===== src/rtl/dispatch_router.sv =====
// -----------------------------------------------------------------------------
// dispatch_router
//
// Producer side of the reservation-station dispatch interface. Accepts a 2-wide
// in-order bundle of renamed instructions from rename, steers each one to the
// ALU, LSU or BRU reservation station by opcode, and drives that station's
// registered dispatch ports one cycle later. The stations have no backpressure,
// so a free-entry credit counter per station gates acceptance of a bundle.
// A bundle is placed whole or not at all.
//
// Ports:
//   clk, rst                 clock; asynchronous active-high reset
//   flush                    pipeline flush: drops the bundle, refills credits
//   in_instruction_0/1       bundle payload, slot 0 is the oldest
//   in_rob_id_0/1            ROB ids of the bundle slots
//   in_valid_0/1             slot valids (slot 1 only counts with slot 0)
//   in_ready                 bundle accepted this cycle when high with a valid
//   {alu,lsu,bru}_issue_valid                 credit return, one per cycle
//   {alu,lsu,bru}_dispatch_instruction_0/1    per-station dispatch payload
//   {alu,lsu,bru}_rob_id_0/1                  per-station ROB id
//   {alu,lsu,bru}_dispatch_valid_0/1          single-cycle dispatch strobes
//   {alu,lsu,bru}_credit                      current free-entry credits
//
// Optional build macro DISPATCH_STATS_EN adds saturating 32-bit per-station
// stall counters stall_{alu,lsu,bru}_cnt.
// -----------------------------------------------------------------------------
package dispatch_router_pkg;

    typedef struct packed {
        logic [24:0] fields;  // renamed operands/immediate, opaque to routing
        logic [6:0]  opcode;
    } instruction_t;

    localparam logic [6:0] OPC_LOAD   = 7'b0000011;
    localparam logic [6:0] OPC_STORE  = 7'b0100011;
    localparam logic [6:0] OPC_BRANCH = 7'b1100011;
    localparam logic [6:0] OPC_JAL    = 7'b1101111;
    localparam logic [6:0] OPC_JALR   = 7'b1100111;
    localparam logic [6:0] OPC_OP     = 7'b0110011;
    localparam logic [6:0] OPC_OP_IMM = 7'b0010011;
    localparam logic [6:0] OPC_LUI    = 7'b0110111;
    localparam logic [6:0] OPC_AUIPC  = 7'b0010111;
    localparam logic [6:0] OPC_SYSTEM = 7'b1110011;

    localparam int RS_ALU = 0;
    localparam int RS_LSU = 1;
    localparam int RS_BRU = 2;
    localparam int NUM_RS = 3;

    // One-hot station select, bit index RS_ALU / RS_LSU / RS_BRU.
    function automatic logic [2:0] route(input logic [6:0] opcode);
        case (opcode)
            OPC_LOAD, OPC_STORE:           route = 3'b010;
            OPC_BRANCH, OPC_JAL, OPC_JALR: route = 3'b100;
            default:                       route = 3'b001;
        endcase
    endfunction

endpackage

module dispatch_router
    import dispatch_router_pkg::*;
#(
    parameter int NUM_RS_ENTRIES = 8,
    parameter int ROB_WIDTH      = 4,
    localparam int CW            = $clog2(NUM_RS_ENTRIES) + 1
) (
    input  logic                 clk,
    input  logic                 rst,
    input  logic                 flush,
    input  instruction_t         in_instruction_0,
    input  logic [ROB_WIDTH-1:0] in_rob_id_0,
    input  logic                 in_valid_0,
    input  instruction_t         in_instruction_1,
    input  logic [ROB_WIDTH-1:0] in_rob_id_1,
    input  logic                 in_valid_1,
    output logic                 in_ready,
    input  logic                 alu_issue_valid,
    input  logic                 lsu_issue_valid,
    input  logic                 bru_issue_valid,
    output instruction_t         alu_dispatch_instruction_0,
    output instruction_t         alu_dispatch_instruction_1,
    output logic [ROB_WIDTH-1:0] alu_rob_id_0,
    output logic [ROB_WIDTH-1:0] alu_rob_id_1,
    output logic                 alu_dispatch_valid_0,
    output logic                 alu_dispatch_valid_1,
    output instruction_t         lsu_dispatch_instruction_0,
    output instruction_t         lsu_dispatch_instruction_1,
    output logic [ROB_WIDTH-1:0] lsu_rob_id_0,
    output logic [ROB_WIDTH-1:0] lsu_rob_id_1,
    output logic                 lsu_dispatch_valid_0,
    output logic                 lsu_dispatch_valid_1,
    output instruction_t         bru_dispatch_instruction_0,
    output instruction_t         bru_dispatch_instruction_1,
    output logic [ROB_WIDTH-1:0] bru_rob_id_0,
    output logic [ROB_WIDTH-1:0] bru_rob_id_1,
    output logic                 bru_dispatch_valid_0,
    output logic                 bru_dispatch_valid_1,
    output logic [CW-1:0]        alu_credit,
    output logic [CW-1:0]        lsu_credit,
    output logic [CW-1:0]        bru_credit
`ifdef DISPATCH_STATS_EN
    ,
    output logic [31:0]          stall_alu_cnt,
    output logic [31:0]          stall_lsu_cnt,
    output logic [31:0]          stall_bru_cnt
`endif
);

    localparam logic [CW-1:0] CREDIT_FULL = CW'(NUM_RS_ENTRIES);
    localparam logic [CW:0]   CREDIT_MAX  = (CW+1)'(NUM_RS_ENTRIES);

    logic [CW-1:0]        credit_q [NUM_RS];
    logic [CW-1:0]        credit_d [NUM_RS];
    logic [CW:0]          credit_sum [NUM_RS];
    logic [1:0]           valid_q [NUM_RS];
    logic [1:0]           valid_d [NUM_RS];
    instruction_t         ins_q [NUM_RS][2];
    instruction_t         ins_d [NUM_RS][2];
    logic [ROB_WIDTH-1:0] rob_q [NUM_RS][2];
    logic [ROB_WIDTH-1:0] rob_d [NUM_RS][2];

    logic [2:0] hit0;        // slot 0 routed to station (and valid)
    logic [2:0] hit1;        // slot 1 routed to station (and part of bundle)
    logic [2:0] credit_ret;
    logic [1:0] demand [NUM_RS];
    logic [2:0] short;       // station cannot take its share of the bundle
    logic [2:0] overflow;
    logic       accept;

    // NOTE: every variable an always_comb writes gets a value on every path
    // (defaults first), otherwise synthesis infers a latch.
    always_comb begin
        hit0       = in_valid_0 ? route(in_instruction_0.opcode) : 3'b000;
        hit1       = (in_valid_0 && in_valid_1) ? route(in_instruction_1.opcode) : 3'b000;
        credit_ret = {bru_issue_valid, lsu_issue_valid, alu_issue_valid};
        for (int s = 0; s < NUM_RS; s++) begin
            demand[s] = {1'b0, hit0[s]} + {1'b0, hit1[s]};
            short[s]  = {{(CW-1){1'b0}}, demand[s]} > {1'b0, credit_q[s]};
        end
        // Readiness looks at registered credits only; same-cycle returns wait.
        in_ready = ~|short;
        accept   = in_ready & in_valid_0 & ~flush;
    end

    always_comb begin
        for (int s = 0; s < NUM_RS; s++) begin
            credit_sum[s] = {1'b0, credit_q[s]}
                          - (accept ? {{(CW-1){1'b0}}, demand[s]} : {(CW+1){1'b0}})
                          + {{CW{1'b0}}, credit_ret[s]};
            overflow[s]   = ~flush & (credit_sum[s] > CREDIT_MAX);
            if (flush || overflow[s]) begin
                credit_d[s] = CREDIT_FULL;
            end else begin
                credit_d[s] = credit_sum[s][CW-1:0];
            end
        end
    end

    // Steering: the first instruction a station receives goes on port 0, a
    // second one (always the younger slot 1) on port 1. Unused ports hold.
    always_comb begin
        for (int s = 0; s < NUM_RS; s++) begin
            valid_d[s] = 2'b00;
            ins_d[s]   = ins_q[s];
            rob_d[s]   = rob_q[s];
            if (accept) begin
                if (hit0[s]) begin
                    ins_d[s][0]   = in_instruction_0;
                    rob_d[s][0]   = in_rob_id_0;
                    valid_d[s][0] = 1'b1;
                end
                if (hit1[s]) begin
                    if (hit0[s]) begin
                        ins_d[s][1]   = in_instruction_1;
                        rob_d[s][1]   = in_rob_id_1;
                        valid_d[s][1] = 1'b1;
                    end else begin
                        ins_d[s][0]   = in_instruction_1;
                        rob_d[s][0]   = in_rob_id_1;
                        valid_d[s][0] = 1'b1;
                    end
                end
            end
        end
    end

    // NOTE: sequential state uses non-blocking assignments so every register
    // samples the pre-edge values regardless of statement order.
    always_ff @(posedge clk or posedge rst) begin
        if (rst) begin
            for (int s = 0; s < NUM_RS; s++) begin
                credit_q[s] <= CREDIT_FULL;
                valid_q[s]  <= 2'b00;
                // NOTE: payload registers are reset too because the ports must
                // read zero out of reset; they are few, not a RAM.
                for (int p = 0; p < 2; p++) begin
                    ins_q[s][p] <= '0;
                    rob_q[s][p] <= '0;
                end
            end
        end else begin
            credit_q <= credit_d;
            valid_q  <= valid_d;
            ins_q    <= ins_d;
            rob_q    <= rob_d;
        end
    end

    // A station returning more entries than it holds is a protocol error.
    credit_never_overflows: assert property (@(posedge clk) disable iff (rst) overflow == 3'b000);

`ifdef DISPATCH_STATS_EN
    logic [31:0] stall_cnt_q [NUM_RS];

    always_ff @(posedge clk or posedge rst) begin
        if (rst) begin
            for (int s = 0; s < NUM_RS; s++) stall_cnt_q[s] <= '0;
        end else begin
            for (int s = 0; s < NUM_RS; s++) begin
                if (in_valid_0 && !flush && short[s] && stall_cnt_q[s] != 32'hFFFF_FFFF) begin
                    stall_cnt_q[s] <= stall_cnt_q[s] + 32'd1;
                end
            end
        end
    end

    assign stall_alu_cnt = stall_cnt_q[RS_ALU];
    assign stall_lsu_cnt = stall_cnt_q[RS_LSU];
    assign stall_bru_cnt = stall_cnt_q[RS_BRU];
`endif

    assign alu_dispatch_instruction_0 = ins_q[RS_ALU][0];
    assign alu_dispatch_instruction_1 = ins_q[RS_ALU][1];
    assign alu_rob_id_0               = rob_q[RS_ALU][0];
    assign alu_rob_id_1               = rob_q[RS_ALU][1];
    assign alu_dispatch_valid_0       = valid_q[RS_ALU][0];
    assign alu_dispatch_valid_1       = valid_q[RS_ALU][1];
    assign lsu_dispatch_instruction_0 = ins_q[RS_LSU][0];
    assign lsu_dispatch_instruction_1 = ins_q[RS_LSU][1];
    assign lsu_rob_id_0               = rob_q[RS_LSU][0];
    assign lsu_rob_id_1               = rob_q[RS_LSU][1];
    assign lsu_dispatch_valid_0       = valid_q[RS_LSU][0];
    assign lsu_dispatch_valid_1       = valid_q[RS_LSU][1];
    assign bru_dispatch_instruction_0 = ins_q[RS_BRU][0];
    assign bru_dispatch_instruction_1 = ins_q[RS_BRU][1];
    assign bru_rob_id_0               = rob_q[RS_BRU][0];
    assign bru_rob_id_1               = rob_q[RS_BRU][1];
    assign bru_dispatch_valid_0       = valid_q[RS_BRU][0];
    assign bru_dispatch_valid_1       = valid_q[RS_BRU][1];
    assign alu_credit                 = credit_q[RS_ALU];
    assign lsu_credit                 = credit_q[RS_LSU];
    assign bru_credit                 = credit_q[RS_BRU];

endmodule


===== config.mk =====
export PLATFORM = sky130hd
export DESIGN_NAME = dispatch_router
export DESIGN_NICKNAME = d
export VERILOG_FILES = /design/src/rtl/dispatch_router.sv
export SDC_FILE = /design/constraint.sdc
export NUM_CORES = 1
export LEC_CHECK = 0
export BUFFER_PORTS_ARGS = -buffer_cell sky130_fd_sc_hd__buf_2
export CAP_MARGIN = 0
export CORE_ASPECT_RATIO = 2
export CORE_UTILIZATION = 52
export DETAILED_ROUTE_END_ITERATION = 8
export GPL_TIMING_DRIVEN = 1
export PLACE_DENSITY = 0.88
export SETUP_SLACK_MARGIN = 0.4
export SYNTH_ARGS = -nofsm -noshare
export SYNTH_HDL_FRONTEND = slang
export SYNTH_SLANG_ARGS = --single-unit

===== constraint.sdc =====
create_clock -name clk -period 8.5 [get_ports clk]
set_input_delay 0.85 -clock clk [delete_from_list [all_inputs] [get_ports clk]]
set_output_delay 0.85 -clock clk [all_outputs]
set_load 0.01 [all_outputs]

==> impl_metrics.json <==
{
  "status": "completed",
  "synth_edf_count": 0,
  "finalSetupTns_ps": 0,
  "overflow": 0,
  "yosysWarnings": 0,
  "nets": 1234,
  "post_cts_resized": 0,
  "start_kind": "primary input",
  "max-slew-margin-rel_pct": 27.80,
  "io_buffers": 314,
  "grt_usage_pct": 28.99,
  "synthesis.area_um2": 10650,
  "rows": 73,
  "wl_per_cell_um": 21.78,
  "arrival_ps": 6560,
  "hold_slack_ps": 472.4,
  "worst_clock_skew_ps": 14.27,
  "grt_pass1_vias": 8603,
  "drt_iter0_markers": 392,
  "hold_violations": 0,
  "hold_buffers": 0,
  "viasPerCell": 5.922,
  "layout.core_utilization_pct": 65.58,
  "antenna_found_initial": 1,
  "area_growth_pct": 23.18,
  "fmax_mhz": 163.0,
  "ios": 315,
  "required_ps": 8930,
  "drv_cap": 0,
  "crit_fanout": 75,
  "drc": 0,
  "globalplace.congestion": 0.8014,
  "numCtsBuffers": 21,
  "htree_levels": 1,
  "yosys-top-cells-area": "dfrtp_1 (54%), mux2_2 (9.7%), mux2i_1 (5.5%)",
  "core_um2": 20000,
  "min_path_type": "reg2reg",
  "syn-num-nets": 949,
  "dr_total_vias": 8273,
  "r2r_cells": 14,
  "drt_wl_total_mm": 30.43,
  "synth_cells": 835,
  "setup_viol": 0,
  "clk_path_buf_depth": 3,
  "drive_above_1_share_pct": 45.29,
  "whs_path_depth": 1,
  "yosys_register_bits": 234,
  "dieArea_um2": 21090,
  "dr.pass1.iters": 5,
  "dieHeight_um": 204.4,
  "avgSynthCellArea_um2": 12.75,
  "drv_slew": 0,
  "synth_cell_types": 52,
  "critPathKind": "in2reg",
  "worst_pin_slew_ps": 1079,
  "critPathCaptureType": "flip-flop",
  "ir_worst_vdd_v": 0.0002554,
  "synth_async_sr_flop_share_pct": 100.0,
  "cts_sinks": 234,
  "dp_slack_ps": 1818,
  "clkSlewWorstSetupHoldPaths_ps": 70,
  "worstSkewPairLatency_ps": 510,
  "seq_area_frac_synth_pct": 55.02,
  "rsz0062_at_grt": "no",
  "design_power_total_uw": 2944,
  "start_util_pct": 53.24,
  "dieWidth_um": 103.2,
  "root_buffer": "clkbuf_16",
  "ys.flop_type": "dfrtp_1",
  "synth.largest_area_cell": "dfrtp_1",
  "ant_nets": 0,
  "post_cts.repair.setup_buffers": 0,
  "num_antenna_cells": 0,
  "power_leakage_uw": 0.007086,
  "fin_crit_ps": 6135,
  "grt_pass1_wl_mm": 46.40,
  "dp_hpwl_mm": 20.39,
  "synth_top_area_share_pct": 54.28,
  "grt_max_degree": 109,
  "power.density_nw_per_um2": 224.4,
  "cts_tree": "done",
  "fin_crit_sh_pct": 72.17,
  "setup_slack_ps": 2365
}
[worst paths after layout]
check	endpoint	slack, ps	startpoint
min in group asynchronous	alu_dispatch_instruction_1[12]	500	rst
hold reg to reg	lsu_dispatch_instruction_0[1]	470	lsu_dispatch_instruction_0[1]
hold / removal	lsu_dispatch_instruction_0[1]	470	lsu_dispatch_instruction_0[1]
setup reg to reg	alu_credit[1]	3520	bru_credit[1]
setup / recovery	alu_credit[1]	2370	in_instruction_0[2]
max in group asynchronous	lsu_dispatch_instruction_1[23]	6590	rst
[cells by family (layout without fill, tap and decap cells)]
kind of cell	after synthesis	after routing	share of synthesized area (%)
DFF	234	234	55.02
AOI/OAI and AO/OA	183	183	11.88
muxes	171	171	18.09
and+or+nand+nor	111	111	6.427
buffers and inverters	95	395	3.795
adders and majority gates	34	34	4.206
xor gates and xnor gates	7	7	0.5757
[Yosys cell counts (all sizes together) (5+ instances only)]
master / instances
xnor2: 5
buf: 29
and2: 9
nor2b: 7
a21oi: 64
mux2: 112
nor2: 9
a21o: 7
nand3: 5
nand2: 16
nand2b: 9
a211oi: 5
mux2i: 59
a31oi: 59
dfrtp: 231
inv: 35
nand3b: 33
nor3: 6
o221a: 30
clkbuf: 31
ha: 31
[report_power, final]
part / internal (uW) / switching [uW] / total (uW)
clock network: 630 / 416 / 1050
registers: 1260 / 85.5 / 1350
logic: 250 / 301 / 552
total: 2140 / 803 / 2940
[state kept, by name, indices dropped and copies added (netlist names)]
| signal | cells |
|---|---|
| alu_credit | 4 |
| alu_dispatch_instruction_0 | 32 |
| alu_dispatch_instruction_1 | 32 |
| alu_dispatch_valid_0 | 1 |
| alu_dispatch_valid_1 | 1 |
| alu_rob_id_0 | 4 |
| alu_rob_id_1 | 4 |
| bru_credit | 4 |
| bru_dispatch_instruction_0 | 32 |
| bru_dispatch_instruction_1 | 32 |
| bru_dispatch_valid_0 | 1 |
| bru_dispatch_valid_1 | 1 |
| bru_rob_id_0 | 4 |
| bru_rob_id_1 | 4 |
| lsu_credit | 4 |
| lsu_dispatch_instruction_0 | 32 |
| lsu_dispatch_instruction_1 | 32 |
| lsu_dispatch_valid_0 | 1 |
| lsu_dispatch_valid_1 | 1 |
| lsu_rob_id_0 | 4 |
| lsu_rob_id_1 | 4 |
[critical path, stage by stage]
cell and delay [ps]:
buf_2 120, or2_1 240, a221o_1 360, and2_4 340, and2_1 230, ha_1 280
nor2b_1 130, o211ai_1 240, and4bb_4 860, and3_4 880, inv_1 110, ha_1 350
fa_1 470, a211oi_1 300, xnor2_1 100, or3_1 310, a21o_1 230, nor2_1 120
[per-layer routing]
metal  wire length [um]  global-route usage, %
met1              11220                  32.75
met5                 11                      0
met4               1657                  16.75
met3               1714                  4.480
met2              15820                  50.64
[layout make-up]
cell class,count,area [um^2]
multi-input combinational,506,4404
clock inverter,9,180.2
inverter,35,138.9
timing repair buffer,322,1632
tap,262,327.8
fill,1532,6885
clock buffer,29,575.6
sequential,234,5859
[through the flow]
stage | std cells | area (um^2)
5_1_grt | 1397 | 13120
3_3_place_gp | 1359 | 12360
2_1_floorplan | 835 | 10650
4_1_cts | 1397 | 13120
6_report | 1397 | 13120
3_5_place_dp | 1359 | 12360
[layout by cell type, fill, tap and decap left out, types with 3 or more instances in the layout]
cell type,synthesis,final
o221a_2,30,30
ha_1,31,31
clkbuf_16,0,21
buf_4,0,8
xnor2_1,5,5
mux2i_1,59,59
fa_1,3,3
nand4_1,3,3
clkbuf_1,31,6
nand3_1,5,5
dfrtp_1,231,231
nor2b_1,7,7
a21oi_1,64,64
o211ai_1,3,3
buf_2,20,314
dfstp_2,3,3
a211oi_1,4,4
nand2_2,0,5
nand3b_1,33,33
and2_1,8,8
or3_1,3,3
a21o_1,7,5
mux2_2,92,92
inv_1,34,33
mux2_4,20,20
nor2_1,9,9
a31oi_1,59,59
nor3_1,6,6
nand2b_1,9,9
nand2_1,16,11
bufinv_16,0,5
Note: power is estimated with default switching activity, not from simulation.
